## config.mk

```make
export PLATFORM = sky130hd
export DESIGN_NAME = rename_unit_flat
export DESIGN_NICKNAME = d
export VERILOG_FILES = /design/src/rtl/rename_unit_pkg.sv /design/src/rtl/rename_unit_if.sv /design/src/rtl/tag_freelist.sv /design/src/rtl/rename_unit.sv /design/src/flat_wrapper.sv
export SDC_FILE = /design/constraint.sdc
export NUM_CORES = 2
export LEC_CHECK = 0
export CAP_MARGIN = 20
export CELL_PAD_IN_SITES_DETAIL_PLACEMENT = 0
export CELL_PAD_IN_SITES_GLOBAL_PLACEMENT = 1
export CORE_AREA = 2 2 590 445
export DETAILED_ROUTE_END_ITERATION = 12
export DIE_AREA = 0 0 592 447
export PLACE_DENSITY = 0.53
export SYNTH_ARGS = -nofsm -noshare
export SYNTH_HDL_FRONTEND = slang
export SYNTH_SLANG_ARGS = --single-unit
```

## constraint.sdc

```tcl
create_clock -name clk -period 7.7 [get_ports clk]
set_input_delay 0.77 -clock clk [delete_from_list [all_inputs] [get_ports clk]]
set_output_delay 0.77 -clock clk [all_outputs]
set_load 0.05 [all_outputs]
```

## src/rtl/rename_unit_pkg.sv

```systemverilog
// Shared defaults and types for the register rename unit.
package rename_unit_pkg;

    localparam int DEF_NUM_AREGS = 32;
    localparam int DEF_TAG_W     = 6;
    localparam int DEF_NUM_CKPT  = 4;
    localparam int DEF_AREG_W    = $clog2(DEF_NUM_AREGS);
    localparam int DEF_CKPT_W    = $clog2(DEF_NUM_CKPT);

    // One rename-table entry: valid means the value is still being produced
    // by the instruction that owns 'tag'.
    typedef struct packed {
        logic                 valid;
        logic [DEF_TAG_W-1:0] tag;
    } rat_entry_t;

    // Completion clear: an entry waiting on the broadcast tag becomes ready.
    function automatic rat_entry_t cdb_clear(input rat_entry_t e,
                                             input logic cdb_valid,
                                             input logic [DEF_TAG_W-1:0] cdb_tag);
        rat_entry_t r;
        r = e;
        if (cdb_valid && e.valid && (e.tag == cdb_tag)) begin
            r.valid = 1'b0;
        end
        return r;
    endfunction

endpackage

```

## src/rtl/rename_unit_if.sv

```systemverilog
// Rename request, completion broadcast, branch resolve and status signals.
interface rename_unit_if
    import rename_unit_pkg::*;
#(
    parameter int AREG_W = DEF_AREG_W,
    parameter int TAG_W  = DEF_TAG_W,
    parameter int CKPT_W = DEF_CKPT_W
);

    // Rename request and response
    logic              ren_valid;
    logic              ren_rd_we;
    logic              ren_is_branch;
    logic [AREG_W-1:0] ren_rd;
    logic [AREG_W-1:0] ren_rs1;
    logic [AREG_W-1:0] ren_rs2;
    logic              ren_ready;
    logic [TAG_W-1:0]  ren_rd_tag;
    logic [TAG_W-1:0]  rs1_tag;
    logic [TAG_W-1:0]  rs2_tag;
    logic              rs1_pending;
    logic              rs2_pending;
    logic [CKPT_W-1:0] ren_ckpt_id;

    // Completion broadcast and architectural writeback
    logic              cdb_valid;
    logic [TAG_W-1:0]  cdb_tag;
    logic              regfile_we;
    logic [AREG_W-1:0] regfile_waddr;

    // Branch resolution and status
    logic              br_resolve_valid;
    logic              br_mispredict;
    logic [TAG_W:0]    free_count;

    modport master (
        output ren_valid, ren_rd_we, ren_is_branch, ren_rd, ren_rs1, ren_rs2,
        output cdb_valid, cdb_tag, br_resolve_valid, br_mispredict,
        input  ren_ready, ren_rd_tag, rs1_tag, rs2_tag, rs1_pending, rs2_pending,
        input  ren_ckpt_id, regfile_we, regfile_waddr, free_count
    );

    modport slave (
        input  ren_valid, ren_rd_we, ren_is_branch, ren_rd, ren_rs1, ren_rs2,
        input  cdb_valid, cdb_tag, br_resolve_valid, br_mispredict,
        output ren_ready, ren_rd_tag, rs1_tag, rs2_tag, rs1_pending, rs2_pending,
        output ren_ckpt_id, regfile_we, regfile_waddr, free_count
    );

endinterface

```

## src/rtl/tag_freelist.sv

```systemverilog
// Circular FIFO of free physical tags with checkpointable read pointer.
// Pointers carry one extra wrap bit so the occupancy is a plain difference
// and a restored read pointer yields the correct count without extra state.
module tag_freelist
    import rename_unit_pkg::*;
#(
    parameter int TAG_W = DEF_TAG_W
) (
    input  logic             clk,
    input  logic             rst,
    input  logic             i_push,
    input  logic [TAG_W-1:0] i_push_tag,
    input  logic             i_pop,
    output logic [TAG_W-1:0] o_head_tag,
    output logic [TAG_W:0]   o_save_ptr,
    input  logic             i_restore,
    input  logic [TAG_W:0]   i_restore_ptr,
    output logic [TAG_W:0]   o_count
);

    localparam int             NUM_TAGS   = 2**TAG_W;
    localparam logic [TAG_W:0] FULL_COUNT = {1'b1, {TAG_W{1'b0}}};

    logic [TAG_W-1:0] r_mem [NUM_TAGS];
    logic [TAG_W:0]   r_rd_ptr;
    logic [TAG_W:0]   r_wr_ptr;
    logic [TAG_W:0]   w_count;
    logic             w_push_ok;

    assign w_count    = r_wr_ptr - r_rd_ptr;
    assign w_push_ok  = i_push && (w_count != FULL_COUNT);
    assign o_count    = w_count;
    assign o_head_tag = r_mem[r_rd_ptr[TAG_W-1:0]];
    // Read pointer as it will be after this cycle's pop; a checkpoint taken
    // now must not hand out the tag just consumed.
    assign o_save_ptr = r_rd_ptr + (TAG_W+1)'(i_pop);

    // Storage and pointers: push at tail, pop or restore at head.
    always_ff @(posedge clk or negedge rst) begin
        if (!rst) begin
            // NOTE: this memory is reset on purpose -- it must come up holding
            // every tag once; plain storage elsewhere is left unreset.
            for (int i = 0; i < NUM_TAGS; i++) begin
                r_mem[i] <= TAG_W'(i);
            end
            r_rd_ptr <= '0;
            r_wr_ptr <= FULL_COUNT;
        end else begin
            // NOTE: non-blocking assignments so every register here sees the
            // pre-edge pointer values regardless of statement order.
            if (w_push_ok) begin
                r_mem[r_wr_ptr[TAG_W-1:0]] <= i_push_tag;
            end
            r_wr_ptr <= r_wr_ptr + (TAG_W+1)'(w_push_ok);
            r_rd_ptr <= i_restore ? i_restore_ptr : o_save_ptr;
        end
    end

    // A completing tag can never find the list already full.
    a_push_not_full: assert property (
        @(posedge clk) disable iff (!rst) i_push |-> (w_count != FULL_COUNT)
    );

endmodule

```

## src/rtl/rename_unit.sv

```systemverilog
// Register rename unit: rename table, tag free list, completion clearing
// and a FIFO of branch checkpoints for misprediction recovery.
module rename_unit
    import rename_unit_pkg::*;
#(
    parameter int NUM_AREGS = DEF_NUM_AREGS,
    parameter int TAG_W     = DEF_TAG_W,
    parameter int NUM_CKPT  = DEF_NUM_CKPT
) (
    input  logic         clk,
    input  logic         rst,
    rename_unit_if.slave bus
);

    localparam int              AREG_W    = $clog2(NUM_AREGS);
    localparam int              CKPT_W    = $clog2(NUM_CKPT);
    localparam logic [CKPT_W:0] CKPT_FULL = (CKPT_W+1)'(NUM_CKPT);

    // Handshake
    logic              w_mispredict;
    logic              w_resolve_ok;
    logic              w_ckpt_free;
    logic              w_ready;
    logic              w_fire;
    logic              w_alloc;
    logic              w_br_fire;

    // Free list
    logic [TAG_W-1:0]  w_head_tag;
    logic [TAG_W:0]    w_save_ptr;
    logic [TAG_W:0]    w_free_count;

    // Completion match in the live table
    logic              w_cdb_hit;
    logic [AREG_W-1:0] w_cdb_areg;

    // Source lookup
    rat_entry_t        w_rs1_ent;
    rat_entry_t        w_rs2_ent;
    rat_entry_t        w_rs1_byp;
    rat_entry_t        w_rs2_byp;

    // Rename table and checkpoints
    rat_entry_t        r_table      [NUM_AREGS];
    rat_entry_t        w_table_next [NUM_AREGS];
    rat_entry_t        w_restore    [NUM_AREGS];
    rat_entry_t        r_ckpt_table [NUM_CKPT][NUM_AREGS];
    logic [TAG_W:0]    r_ckpt_ptr   [NUM_CKPT];
    logic [CKPT_W-1:0] r_ckpt_head;
    logic [CKPT_W-1:0] r_ckpt_tail;
    logic [CKPT_W:0]   r_ckpt_count;

    assign w_mispredict = bus.br_resolve_valid & bus.br_mispredict;
    assign w_resolve_ok = bus.br_resolve_valid & ~bus.br_mispredict;
    assign w_ckpt_free  = (r_ckpt_count != CKPT_FULL);

    // Requests stall while out of tags, during recovery, or for a branch
    // when no checkpoint slot is left.
    assign w_ready   = (w_free_count != '0) & ~w_mispredict
                     & (~bus.ren_is_branch | w_ckpt_free);
    assign w_fire    = bus.ren_valid & w_ready;
    assign w_alloc   = w_fire & bus.ren_rd_we & (bus.ren_rd != '0);
    assign w_br_fire = w_fire & bus.ren_is_branch;

    tag_freelist #(
        .TAG_W (TAG_W)
    ) u_freelist (
        .clk           (clk),
        .rst           (rst),
        .i_push        (bus.cdb_valid),
        .i_push_tag    (bus.cdb_tag),
        .i_pop         (w_alloc),
        .o_head_tag    (w_head_tag),
        .o_save_ptr    (w_save_ptr),
        .i_restore     (w_mispredict),
        .i_restore_ptr (r_ckpt_ptr[r_ckpt_head]),
        .o_count       (w_free_count)
    );

    // Sources read the pre-update table; x0 is hard-wired to a ready tag 0.
    assign w_rs1_ent = (bus.ren_rs1 == '0) ? '0 : r_table[bus.ren_rs1];
    assign w_rs2_ent = (bus.ren_rs2 == '0) ? '0 : r_table[bus.ren_rs2];
    assign w_rs1_byp = cdb_clear(w_rs1_ent, bus.cdb_valid, bus.cdb_tag);
    assign w_rs2_byp = cdb_clear(w_rs2_ent, bus.cdb_valid, bus.cdb_tag);

    assign bus.ren_ready   = w_ready;
    assign bus.ren_rd_tag  = w_head_tag;
    assign bus.rs1_tag     = w_rs1_ent.tag;
    assign bus.rs2_tag     = w_rs2_ent.tag;
    assign bus.rs1_pending = w_rs1_byp.valid;
    assign bus.rs2_pending = w_rs2_byp.valid;
    assign bus.ren_ckpt_id = r_ckpt_tail;
    assign bus.free_count  = w_free_count;

    // Find the architectural register whose live mapping just completed.
    always_comb begin
        // NOTE: defaults before the loop so no path leaves an output
        // unassigned and no latch is inferred.
        w_cdb_hit  = 1'b0;
        w_cdb_areg = '0;
        for (int i = 1; i < NUM_AREGS; i++) begin
            if (!w_cdb_hit && bus.cdb_valid && r_table[i].valid
                && (r_table[i].tag == bus.cdb_tag)) begin
                w_cdb_hit  = 1'b1;
                w_cdb_areg = AREG_W'(i);
            end
        end
    end

    assign bus.regfile_we    = w_cdb_hit;
    assign bus.regfile_waddr = w_cdb_areg;

    // Next table on the normal path: completion clear, then the new mapping,
    // which wins when both target the same register.
    always_comb begin
        for (int i = 0; i < NUM_AREGS; i++) begin
            w_table_next[i] = cdb_clear(r_table[i], bus.cdb_valid, bus.cdb_tag);
            if (w_alloc && (bus.ren_rd == AREG_W'(i))) begin
                w_table_next[i].valid = 1'b1;
                w_table_next[i].tag   = w_head_tag;
            end
        end
        w_table_next[0] = '0;
    end

    // Recovery image: oldest checkpoint with this cycle's completion applied.
    always_comb begin
        for (int i = 0; i < NUM_AREGS; i++) begin
            w_restore[i] = cdb_clear(r_ckpt_table[r_ckpt_head][i],
                                     bus.cdb_valid, bus.cdb_tag);
        end
        w_restore[0] = '0;
    end

    // Live rename table: normal update or rollback on mispredict.
    always_ff @(posedge clk or negedge rst) begin
        if (!rst) begin
            for (int i = 0; i < NUM_AREGS; i++) begin
                r_table[i] <= '0;
            end
        end else begin
            for (int i = 0; i < NUM_AREGS; i++) begin
                r_table[i] <= w_mispredict ? w_restore[i] : w_table_next[i];
            end
        end
    end

    // Checkpoint storage: capture at tail on a branch, keep every stored
    // copy current with completions. Contents are only meaningful while
    // counted, so they need no reset.
    always_ff @(posedge clk) begin
        for (int s = 0; s < NUM_CKPT; s++) begin
            if (w_br_fire && (r_ckpt_tail == CKPT_W'(s))) begin
                for (int i = 0; i < NUM_AREGS; i++) begin
                    r_ckpt_table[s][i] <= w_table_next[i];
                end
                r_ckpt_ptr[s] <= w_save_ptr;
            end else begin
                for (int i = 0; i < NUM_AREGS; i++) begin
                    r_ckpt_table[s][i] <= cdb_clear(r_ckpt_table[s][i],
                                                    bus.cdb_valid, bus.cdb_tag);
                end
            end
        end
    end

    // Checkpoint FIFO bookkeeping: allocate at tail, release at head,
    // flush everything on a mispredict.
    always_ff @(posedge clk or negedge rst) begin
        if (!rst) begin
            r_ckpt_head  <= '0;
            r_ckpt_tail  <= '0;
            r_ckpt_count <= '0;
        end else if (w_mispredict) begin
            r_ckpt_head  <= '0;
            r_ckpt_tail  <= '0;
            r_ckpt_count <= '0;
        end else begin
            if (w_br_fire) begin
                r_ckpt_tail <= r_ckpt_tail + 1'b1;
            end
            if (w_resolve_ok) begin
                r_ckpt_head <= r_ckpt_head + 1'b1;
            end
            r_ckpt_count <= r_ckpt_count + (CKPT_W+1)'(w_br_fire)
                          - (CKPT_W+1)'(w_resolve_ok);
        end
    end

    // A resolve always refers to an outstanding branch.
    a_resolve_has_ckpt: assert property (
        @(posedge clk) disable iff (!rst) bus.br_resolve_valid |-> (r_ckpt_count != '0)
    );

endmodule

```

## src/flat_wrapper.sv

```systemverilog
// flat-port wrapper written by rule: the top's interface ports become plain ports
module rename_unit_flat import rename_unit_pkg::*;
#(
    parameter int NUM_AREGS = DEF_NUM_AREGS,
    parameter int TAG_W     = DEF_TAG_W,
    parameter int NUM_CKPT  = DEF_NUM_CKPT
)
  (clk, rst, bus_ren_valid, bus_ren_rd_we, bus_ren_is_branch, bus_ren_rd, bus_ren_rs1, bus_ren_rs2, bus_cdb_valid, bus_cdb_tag, bus_br_resolve_valid, bus_br_mispredict, bus_ren_ready, bus_ren_rd_tag, bus_rs1_tag, bus_rs2_tag, bus_rs1_pending, bus_rs2_pending, bus_ren_ckpt_id, bus_regfile_we, bus_regfile_waddr, bus_free_count);
  rename_unit_if #(.TAG_W(TAG_W)) bus_i ();
  input  logic clk;
  input  logic rst;
  input wire logic [$bits(bus_i.ren_valid)-1:0] bus_ren_valid;
  input wire logic [$bits(bus_i.ren_rd_we)-1:0] bus_ren_rd_we;
  input wire logic [$bits(bus_i.ren_is_branch)-1:0] bus_ren_is_branch;
  input wire logic [$bits(bus_i.ren_rd)-1:0] bus_ren_rd;
  input wire logic [$bits(bus_i.ren_rs1)-1:0] bus_ren_rs1;
  input wire logic [$bits(bus_i.ren_rs2)-1:0] bus_ren_rs2;
  input wire logic [$bits(bus_i.cdb_valid)-1:0] bus_cdb_valid;
  input wire logic [$bits(bus_i.cdb_tag)-1:0] bus_cdb_tag;
  input wire logic [$bits(bus_i.br_resolve_valid)-1:0] bus_br_resolve_valid;
  input wire logic [$bits(bus_i.br_mispredict)-1:0] bus_br_mispredict;
  output wire logic [$bits(bus_i.ren_ready)-1:0] bus_ren_ready;
  output wire logic [$bits(bus_i.ren_rd_tag)-1:0] bus_ren_rd_tag;
  output wire logic [$bits(bus_i.rs1_tag)-1:0] bus_rs1_tag;
  output wire logic [$bits(bus_i.rs2_tag)-1:0] bus_rs2_tag;
  output wire logic [$bits(bus_i.rs1_pending)-1:0] bus_rs1_pending;
  output wire logic [$bits(bus_i.rs2_pending)-1:0] bus_rs2_pending;
  output wire logic [$bits(bus_i.ren_ckpt_id)-1:0] bus_ren_ckpt_id;
  output wire logic [$bits(bus_i.regfile_we)-1:0] bus_regfile_we;
  output wire logic [$bits(bus_i.regfile_waddr)-1:0] bus_regfile_waddr;
  output wire logic [$bits(bus_i.free_count)-1:0] bus_free_count;
  assign bus_i.ren_valid = bus_ren_valid;
  assign bus_i.ren_rd_we = bus_ren_rd_we;
  assign bus_i.ren_is_branch = bus_ren_is_branch;
  assign bus_i.ren_rd = bus_ren_rd;
  assign bus_i.ren_rs1 = bus_ren_rs1;
  assign bus_i.ren_rs2 = bus_ren_rs2;
  assign bus_i.cdb_valid = bus_cdb_valid;
  assign bus_i.cdb_tag = bus_cdb_tag;
  assign bus_i.br_resolve_valid = bus_br_resolve_valid;
  assign bus_i.br_mispredict = bus_br_mispredict;
  assign bus_ren_ready = bus_i.ren_ready;
  assign bus_ren_rd_tag = bus_i.ren_rd_tag;
  assign bus_rs1_tag = bus_i.rs1_tag;
  assign bus_rs2_tag = bus_i.rs2_tag;
  assign bus_rs1_pending = bus_i.rs1_pending;
  assign bus_rs2_pending = bus_i.rs2_pending;
  assign bus_ren_ckpt_id = bus_i.ren_ckpt_id;
  assign bus_regfile_we = bus_i.regfile_we;
  assign bus_regfile_waddr = bus_i.regfile_waddr;
  assign bus_free_count = bus_i.free_count;
  rename_unit #(.NUM_AREGS(NUM_AREGS), .TAG_W(TAG_W), .NUM_CKPT(NUM_CKPT)) u_core (.clk(clk), .rst(rst), .bus(bus_i));
endmodule
```

==> qor.csv <==
stage,metric,value,unit
cells_and_area,nets,6257,
sta,rsz0062_at_grt,no,
routing,avgRoutedWirePerCell,30.49,um
setup_path,slowest_delay,0.81,ns
floorplanning,die_x,592,um
sta,tns,0,ns
setup_path,rr_worst_depth,13,
clock_network,post_cts_resized,0,
synth,synth_compound_area_share,5.248,%
routing,drc,0,
synth,synth.largest_area_cell,edfxtp_1,
setup_path,worst-path-max-fanout,69,
synth,synth_top_family_by_area,multiplexers,
routing,drtAntennaViolNets,0,
cells_and_area,syn2layout_area_growth,11.81,%
synth,synthMuxAreaShare,18.55,%
placed_design,gp_congestion,0.9557,
floorplanning,core_area,0.2588,sq mm
sta,skew,0.1232,ns
cells_and_area,drive_above_1_share,23.82,%
clock_network,insertion_delay,0.89,ns
synth,avgSynthCellArea,12.98,sq um
run_status,status,finished clean,
global_route,antenna_found_initial,22,
floorplanning,start_util,31.87,%
sta,slew-limit-headroom,18.68,%
clock_network,root_buffer,clkbuf_16,
floorplanning,pin_count,65,
synth,yosys_most_used_dff,edfxtp_1,
sta,setup_viol_count_final,0,
pwr,powerDensity,302.7,mW/mm^2
sta,fmax,164.8,MHz
synth,synthAdderAreaFrac,0.2912,%
setup_path,slowest_stage,clkdlybuf4s50_1,
sta,hold_ws,0.04140,ns
setup_path,startpoint_type,flop,
clock_network,cts_tree,done,
job,drv_cap,0,
synth,synth_xor_area_share,12.19,%
sta,hold_viol_final,0,
clock_network,clkTransAtPathRegs,0.06,ns
synth,synth_nets,6403,
synth,ys_warn_count,0,
synth,synth_top_area_share,32.62,%
synth,netlist_area,0.08249,sq mm
setup_path,crit_required,6.93,ns
sta,min_period,6.069,ns
setup_path,reg2reg_to,u_core.r_ckpt_table[3][130],
clock_network,cts-buffers-inserted,175,
pwr,irDropWorstVdd,0.0001926,V
setup_path,crit_path_end_kind,output pin,
synth,synth_cell_type_count,71,
setup_path,path_common_cell,o21ai_0,
floorplanning,num_rows,162,
routing,drt_iter0_markers,5984,
clock_network,cts_max_level,4,
routing,drtPass1Iterations,6,
setup_path,cp_cell_sequence,clkinv_1 > ha_1 > fa_1 > nor2b_1 > o21ai_0 > a21boi_1 > o21ai_0 > a21oi_1 > o211a_4 > nor2_1 > clkdlybuf4s50_1,
global_route,grt.total_usage,22.24,%
min_path,hp-class,input pin to asynchronous set/reset pin,
clock_network,hold_buffers,0,
placed_design,dp_hpwl,193800,um
synth,synth_edf_count,896,
setup_path,worstSetupPathType,flop to output pin,
synth,yosysSeqAreaShare,51.78,%
setup_path,rr_startpoint,u_core.u_freelist.r_wr_ptr[0],
global_route,grt_max_degree,158,
sta,tightest_slew,1.213,ns
clock_network,post-cts-setup-buffer-count,0,
pwr,power.leakage,32.63,nW
routing,avgViaCountPerCell,5.669,
routing,vias,55560,
global_route,grt_overflow_total,0,
routing,wl,298900,um
sta,maxSlewViolCount,0,
floorplanning,die_area,0.2646,sq mm
synth,synthArstFlopShare,40.97,%
synth,synth_cells,6356,
global_route,grt_pass1_vias,54410,
setup_path,cp.arrival,5.30,ns
sta,post-route-period-util,78.81,%
clock_network,cts_sinks,1518,
placed_design,port-buffer-count,64,
setup_path,reg2reg_slack,2.04,ns
synth,ys_ff_latch,1518,
synth,synthSimpleGateAreaFrac,9.059,%
clock_network,cts.path.max_buffers,4,
global_route,grt_pass1_wl,426000,um
floorplanning,die_h,447,um
synth,yosys-top-cells-area,"edfxtp_1, dfrtp_1, mux4_2",
-- flip-flops by register name, indices dropped and copies added, names as in the netlist --
| register | count |
|---|---|
| u_core.bus.ren_ckpt_id | 2 |
| u_core.r_ckpt_count | 3 |
| u_core.r_ckpt_head | 2 |
| u_core.r_ckpt_ptr | 28 |
| u_core.r_ckpt_table | 868 |
| u_core.r_table | 217 |
| u_core.u_freelist.r_mem | 384 |
| u_core.u_freelist.r_rd_ptr | 7 |
| u_core.u_freelist.r_wr_ptr | 7 |
-- area by class of cell --
type,count,area [sq um]
Antenna cell,10,25.02
Clock buffer,253,4910
Clock inverter,62,589.3
Fill cell,24930,166600
Inverter,48,195.2
Multi-Input combinational cell,4263,37460
Sequential cell,1518,42730
Tap cell,3444,4309
Timing Repair Buffer,204,2009
-- kinds of logic (layout without fill, tap and decap cells) --
| family | Yosys count | in the layout |
|---|---|---|
| mux | 913 | 913 |
| compound gates | 663 | 663 |
| xor+xnor | 1148 | 1148 |
| other cells | 0 | 10 |
| buf+inv | 575 | 567 |
| fa+ha+maj | 18 | 18 |
| flops | 1518 | 1518 |
| simple gates | 1521 | 1521 |
-- worst max path at each step --
stage	cells past startpoint	end	slack, ns	from
after CTS	11	bus_ren_ready	1.61	u_core.u_freelist.r_wr_ptr[0]
after global routing	11	bus_ren_ready	1.34	u_core.u_freelist.r_wr_ptr[0]
final	11	bus_ren_ready	1.63	u_core.u_freelist.r_wr_ptr[0]
after floorplan	15	u_core.r_ckpt_ptr[0][0]	0.74	u_core.u_freelist.r_rd_ptr[1]
after global placement	9	bus_rs2_pending	1.39	bus_ren_rs2[3]
after detailed placement	11	bus_regfile_waddr[0]	1.85	bus_cdb_tag[3]
-- layout by cell type (no fill, tap or decap), types with 100 or more instances in the layout --
cell type / count
buf_4: 115
clkbuf_16: 178
dfrtp_1: 425
dfstp_2: 193
edfxtp_1: 896
mux2_2: 431
mux4_2: 446
nand2_1: 322
nand3_1: 352
nand4_1: 189
nor2_1: 358
o211ai_1: 100
o21ai_0: 229
xnor2_1: 471
xor2_1: 677
-- layer usage --
layer	up-vias	GRT usage [%]	routed length, um
li1	23430	-	-
met1	29710	35.60	148500
met2	2087	30.72	122100
met3	327	3.922	22000
met4	8	4.597	6229
met5	-	0	46
-- through the flow --
| stage | setup slack, ns | std cells | util, % | power, mW | instance area, sq um |
|---|---|---|---|---|---|
| 3_5_place_dp | 1.848 | 9473 | 33.49 | 19.77 | 86680 |
| 5_1_grt | 1.337 | 9793 | 35.62 | 28.98 | 92200 |
| 4_1_cts | 1.606 | 9788 | 35.61 | 28.09 | 92180 |
| 6_report | 1.631 | 9802 | 35.63 | 27.92 | 92230 |
| 2_1_floorplan | 0.7421 | 6356 | - | 16.40 | 82500 |
| 3_3_place_gp | 1.392 | 9469 | 33.47 | 19.70 | 86640 |
-- report_power, final --
group,total [mW],internal [mW],switching (mW),leakage [nW]
combinational,7.97,3.08,4.89,14.4
sequential,11.7,10.4,1.35,15.6
clock,8.22,4.70,3.52,2.68
-- synthesized netlist by cell type (33+ instances only) --
cell type / n
a21oi_1: 95
a221o_1: 33
a31oi_1: 58
and2_1: 50
buf_1: 110
buf_2: 79
clkbuf_1: 319
dfrtp_1: 429
dfstp_2: 193
edfxtp_1: 896
inv_1: 43
mux2_2: 431
mux4_2: 448
nand2_1: 323
nand3_1: 352
nand4_1: 189
nor2_1: 359
nor3_1: 59
o211ai_1: 100
o21ai_0: 229
o41ai_1: 79
or4_1: 34
xnor2_1: 471
xor2_1: 677
-- critical path, delay by kind of cell, from the launching register on --
family	cells	cell delay, ns
AO/OA/AOI/OAI	5	1.65
flip-flops	1	0.47
adder cells (fa/ha/maj)	2	0.69
AND/OR/NAND/NOR	2	0.53
buffers and inverters	2	1.07
Note: power is estimated with default switching activity, not from simulation.
